`src/rtl/booth_mult_32b.sv`:
```
// booth_mult_32b -- sequential signed multiplier for MIPS `mult`.
//
// Radix-2 Booth, one recoding step per clock. Operand A comes from register A,
// operand B from the ALUSrcB mux; the 64-bit product lands in hi/lo.
// The control FSM stalls while `busy` is high and proceeds on `done`.
//
// Ports:
//   clk    in   1      system clock, rising-edge active
//   reset  in   1      asynchronous, active-low reset
//   start  in   1      multiply request, sampled only in IDLE
//   a_in   in   WIDTH  multiplicand, two's complement
//   b_in   in   WIDTH  multiplier, two's complement
//   busy   out  1      high while an operation is running
//   done   out  1      one-cycle pulse when hi/lo have just been updated
//   hi     out  WIDTH  upper half of the last completed product
//   lo     out  WIDTH  lower half of the last completed product

module booth_mult_32b #(
  parameter int unsigned WIDTH = 32,
  parameter int unsigned STEPS = 32
) (
  input  logic             clk,
  input  logic             reset,
  input  logic             start,
  input  logic [WIDTH-1:0] a_in,
  input  logic [WIDTH-1:0] b_in,
  output logic             busy,
  output logic             done,
  output logic [WIDTH-1:0] hi,
  output logic [WIDTH-1:0] lo
);

  typedef enum logic {
    IDLE = 1'b0,
    RUN  = 1'b1
  } state_t;

  localparam logic [5:0] LAST = 6'(STEPS - 1);

  state_t           state, state_n;

  // acc and mcand carry one extra sign bit so acc - (-2^31) cannot overflow.
  logic [WIDTH:0]   acc, acc_n;
  logic [WIDTH:0]   mcand, mcand_n;
  logic [WIDTH-1:0] q, q_n;
  logic             q_m1, qm1_n;
  logic [5:0]       cnt, cnt_n;
  logic [WIDTH-1:0] hi_n, lo_n;
  logic             busy_n, done_n;

  // One Booth step: conditional add/subtract, then arithmetic shift right of
  // {acc, q, q_m1}.
  logic [WIDTH:0]   sum;
  logic [WIDTH:0]   sh_acc;
  logic [WIDTH-1:0] sh_q;

  always_comb begin
    unique case ({q[0], q_m1})
      2'b01:   sum = acc + mcand;
      2'b10:   sum = acc - mcand;
      default: sum = acc;
    endcase
    sh_acc = {sum[WIDTH], sum[WIDTH:1]};
    sh_q   = {sum[0], q[WIDTH-1:1]};
  end

  always_comb begin
    state_n = state;
    acc_n   = acc;
    mcand_n = mcand;
    q_n     = q;
    qm1_n   = q_m1;
    cnt_n   = cnt;
    hi_n    = hi;
    lo_n    = lo;
    busy_n  = busy;
    done_n  = 1'b0;

    unique case (state)
      IDLE: begin
        busy_n = 1'b0;
        if (start) begin
          mcand_n = {a_in[WIDTH-1], a_in};
          q_n     = b_in;
          acc_n   = '0;
          qm1_n   = 1'b0;
          cnt_n   = '0;
          busy_n  = 1'b1;
          state_n = RUN;
        end
      end
      RUN: begin
        acc_n = sh_acc;
        q_n   = sh_q;
        qm1_n = q[0];
        cnt_n = cnt + 6'd1;
        // hi/lo are written only on the final step, from the post-shift
        // values, so they never show a partial product.
        if (cnt == LAST) begin
          hi_n    = sh_acc[WIDTH-1:0];
          lo_n    = sh_q;
          done_n  = 1'b1;
          busy_n  = 1'b0;
          state_n = IDLE;
        end
      end
      default: state_n = IDLE;
    endcase
  end

  always_ff @(posedge clk or negedge reset) begin
    if (!reset) begin
      state <= IDLE;
      acc   <= '0;
      mcand <= '0;
      q     <= '0;
      q_m1  <= 1'b0;
      cnt   <= '0;
      hi    <= '0;
      lo    <= '0;
      busy  <= 1'b0;
      done  <= 1'b0;
    end else begin
      state <= state_n;
      acc   <= acc_n;
      mcand <= mcand_n;
      q     <= q_n;
      q_m1  <= qm1_n;
      cnt   <= cnt_n;
      hi    <= hi_n;
      lo    <= lo_n;
      busy  <= busy_n;
      done  <= done_n;
    end
  end

endmodule

```
`config.mk`:
```
export PLATFORM = sky130hd
export DESIGN_NAME = booth_mult_32b
export DESIGN_NICKNAME = d
export VERILOG_FILES = /design/src/rtl/booth_mult_32b.sv
export SDC_FILE = /design/constraint.sdc
export NUM_CORES = 1
export LEC_CHECK = 0
export CAP_MARGIN = 20
export CORE_AREA = 2 2 142 144
export CTS_BUF_LIST = sky130_fd_sc_hd__clkbuf_2 sky130_fd_sc_hd__clkbuf_4 sky130_fd_sc_hd__clkbuf_8
export DETAILED_ROUTE_END_ITERATION = 12
export DIE_AREA = 0 0 144 146
export MAX_ROUTING_LAYER = met4
export PLACE_DENSITY = 0.76
export SYNTH_ARGS = -nofsm -noshare
export SYNTH_HDL_FRONTEND = slang
export SYNTH_SLANG_ARGS = --single-unit
```
`constraint.sdc`:
```
create_clock -name clk -period 4.3 [get_ports clk]
set_clock_uncertainty 0.05 [all_clocks]
set_input_delay 0.86 -clock clk [delete_from_list [all_inputs] [get_ports clk]]
set_output_delay 0.86 -clock clk [all_outputs]
set_load 0.01 [all_outputs]
```
==> results.sh <==
export IMPL_hpwl_um=17600
export IMPL_die_height_um=146
export IMPL_ir_worst_vdd_mv=0.433
export IMPL_worstRegToRegCells=16
export IMPL_synth_top_cell_area_share_pct=44.3
export IMPL_fillCellCount=1740
export IMPL_synth_top_cells_by_count="315 x nand2_1, 170 x dfrtp_1, 87 x o21ai_0"
export IMPL_clkLatencyLatePin_ns=0.48
export IMPL_crit_path_start_kind="flip-flop"
export IMPL_grt_ovfl_total=0
export IMPL_ys_ff_latch=170
export IMPL_r2r_end="acc[29]$_DFFE_PN0P_"
export IMPL_timing_rr_start="mcand[11]$_DFFE_PN0P_"
export IMPL_final_seq_area_sq_um=4260
export IMPL_final_min_clock_period_ns=4.09
export IMPL_antenna_found_initial=0
export IMPL_stdcell_area_sq_um=12000
export IMPL_die_w_um=144
export IMPL_vias=8407
export IMPL_yosysUniqueCellTypes=63
export IMPL_cts_root_buf="clkbuf_8"
export IMPL_start_util_pct=49.7
export IMPL_finalSetupViolations=0
export IMPL_end_kind="flip-flop"
export IMPL_yosysMostFrequentCell="nand2_1"
export IMPL_place_congestion=0.966
export IMPL_tightest_slew_ns=0.820
export IMPL_yosys_area_top_type="dfrtp_1"
export IMPL_placed_area_sq_um=11400
export IMPL_p_leak_nw=5.69
export IMPL_critPathTopFamily="simple AND/OR/NAND/NOR gates"
export IMPL_grt_usage_pct=25.1
export IMPL_syn_num_nets=1212
export IMPL_path_cells="or4_4 -> or3_4 -> nor4_4 -> buf_4 -> a21oi_1 -> xnor2_1 -> ha_1 -> a21oi_2 -> o211ai_1 -> a221oi_2 -> buf_4 -> o21a_1 -> a21oi_1 -> or3_1 -> mux2i_1 -> a221o_1"
export IMPL_netlist_instances=1109
export IMPL_syn_area_sq_um=9600
export IMPL_maxCapViolations=0
export IMPL_max_freq_mhz=245
export IMPL_synth_area_top_cells="dfrtp_1 44%, nand2_1 12%, mux2i_1 4.8%"
export IMPL_ant_nets=0
export IMPL_final_cells=1528
export IMPL_dp_cells=1495
export IMPL_fin_nets=1353
export IMPL_viasPerCell=5.50
export IMPL_grt_pass1_wl_um=41000
export IMPL_cp_slowest_cell="or4_4"
export IMPL_synthArstFlopShare_pct=100
export IMPL_worst_path_buf_inv=2
export IMPL_dr_pass1_iters=7
export IMPL_arrival_ns=4.42
export IMPL_numCtsBuffers=17
export IMPL_r2r_setup_slack_ns=0.21
export IMPL_crit_path_start="mcand[11]$_DFFE_PN0P_"
export IMPL_coreArea_sq_um=19300
export IMPL_timing_final_max_slew_violations=0
export IMPL_num_io_pins=133
export IMPL_status="completed"
export IMPL_crit_type="flip-flop to flip-flop"
export IMPL_cp_required_ns=4.63
export IMPL_diodes=0
export IMPL_multiInputGateArea_sq_um=5150
export IMPL_path_clk_slew_ns=0.11
export IMPL_io_buffer_count=132
export IMPL_dieArea_sq_um=21000
export IMPL_synth_edf_count=0
export IMPL_drive_above_1_share_pct=10.3
export IMPL_dr_first_iter_drc_count=564
export IMPL_whs_ns=0.271
export IMPL_h_tree_depth=4
export IMPL_rsz0062_at_grt="yes"
export IMPL_yosysSeqAreaShare_pct=44.3
export IMPL_crit_path_max_fanout=5
export IMPL_wl_per_cell_um=16.3
export IMPL_cts_tree="built"
export IMPL_drc=0
export IMPL_min_path_type="input port to async pin"
export IMPL_finalCritPeriodShare_pct=95.1
export IMPL_clock_sinks=170
export IMPL_hold_viol=0
export IMPL_wl_um=24900
export IMPL_synth_main_ff_cell="dfrtp_1"
export IMPL_clock_path_buffers=2
export IMPL_slowest_delay_ns=0.54
export IMPL_slew_headroom_pct=45.2
export IMPL_syn2layout_area_growth_pct=24.5
export IMPL_grt_start_max_net_pins=70
export IMPL_rows=51
export IMPL_grt_pass1_vias=8051
export IMPL_syn_avg_cell_area_sq_um=8.66
export IMPL_synth_warnings=0
export IMPL_utilization_pct=61.8
export IMPL_powerDensity_nw_per_um2=1020
state kept, by name, summed over array words and instances, names as in the netlist:
| signal | flops |
|---|---|
| acc | 32 |
| hi | 32 |
| lo | 32 |
| mcand | 32 |
| q | 32 |
| cnt | 6 |
| busy | 1 |
| done | 1 |
| q_m1 | 1 |
| state | 1 |
per-layer routing:
metal | track usage [%] | wire, um | vias to the layer above | share of wire, %
li1 | - | - | 4121 | -
met5 | - | 0 | - | 0
met1 | 35.2 | 11700 | 4023 | 47
met2 | 37.4 | 11200 | 236 | 45
met4 | 6.08 | 393 | 0 | 1.6
met3 | 5.56 | 1500 | 27 | 6.0
how the worst max path moves through the flow:
stage / to / slack [ns] / cells after the start
6_report: acc[29]$_DFFE_PN0P_ / 0.21 / 16
5_1_grt: acc[29]$_DFFE_PN0P_ / -0.02 / 18
4_1_cts: hi[30]$_DFFE_PN0P_ / 0.02 / 15
3_5_place_dp: hi[30]$_DFFE_PN0P_ / 0.03 / 15
3_3_place_gp: acc[26]$_DFFE_PN0P_ / 0.12 / 16
2_1_floorplan: acc[29]$_DFFE_PN0P_ / 0.07 / 14
placed cells by master (no fill, tap or decap), drive strengths merged, types with 16 or more instances in the layout:
master / count
xnor2: 34
buf: 53
nor3: 20
clkdlybuf4s50: 130
nor2: 58
dfrtp: 170
clkbuf: 17
mux2i: 46
a21oi: 45
xor2: 16
ha: 35
nand3: 17
inv: 27
or3: 17
nand2: 315
o21ai: 90
kinds of logic after synthesis:
group | Yosys count | synth area share (%)
XOR/XNOR | 50 | 4.64
AND/OR/NAND/NOR | 485 | 21.9
multiplexers | 56 | 5.97
adder cells (fa/ha/maj) | 36 | 4.77
AO/OA/AOI/OAI | 231 | 15.2
flip-flops | 170 | 44.3
buffers and inverters | 81 | 3.18
metrics by stage:
step	worst slack, ns	TNS, ns	power, mW
floorplan	0.0731	0	8.19
global placement	0.116	0	10.5
detailed placement	0.0345	0	10.6
CTS	0.0245	0	11.9
global route	-0.0236	-0.0391	13.2
finish	0.211	0	12.1
power by group:
| part | internal (mW) | switching, mW |
|---|---|---|
| combinational | 3.64 | 4.33 |
| clock | 0.550 | 0.695 |
| sequential | 2.32 | 0.603 |
timing repair:
item / CTS / global route
setup endpoints to repair: 0 / 17
resized for setup: 0 / 23
hold buffers: 0 / 0
buffers inserted: 0 / 1
area by class of cell:
class / count / area share, %
Multi-Input combinational cell: 858 / 43.1
Sequential cell: 170 / 35.6
Timing Repair Buffer: 183 / 14.3
Tap cell: 265 / 2.77
Clock buffer: 17 / 1.96
Clock inverter: 15 / 1.65
Inverter: 20 / 0.628
Power figures use the tool's default switching activity.
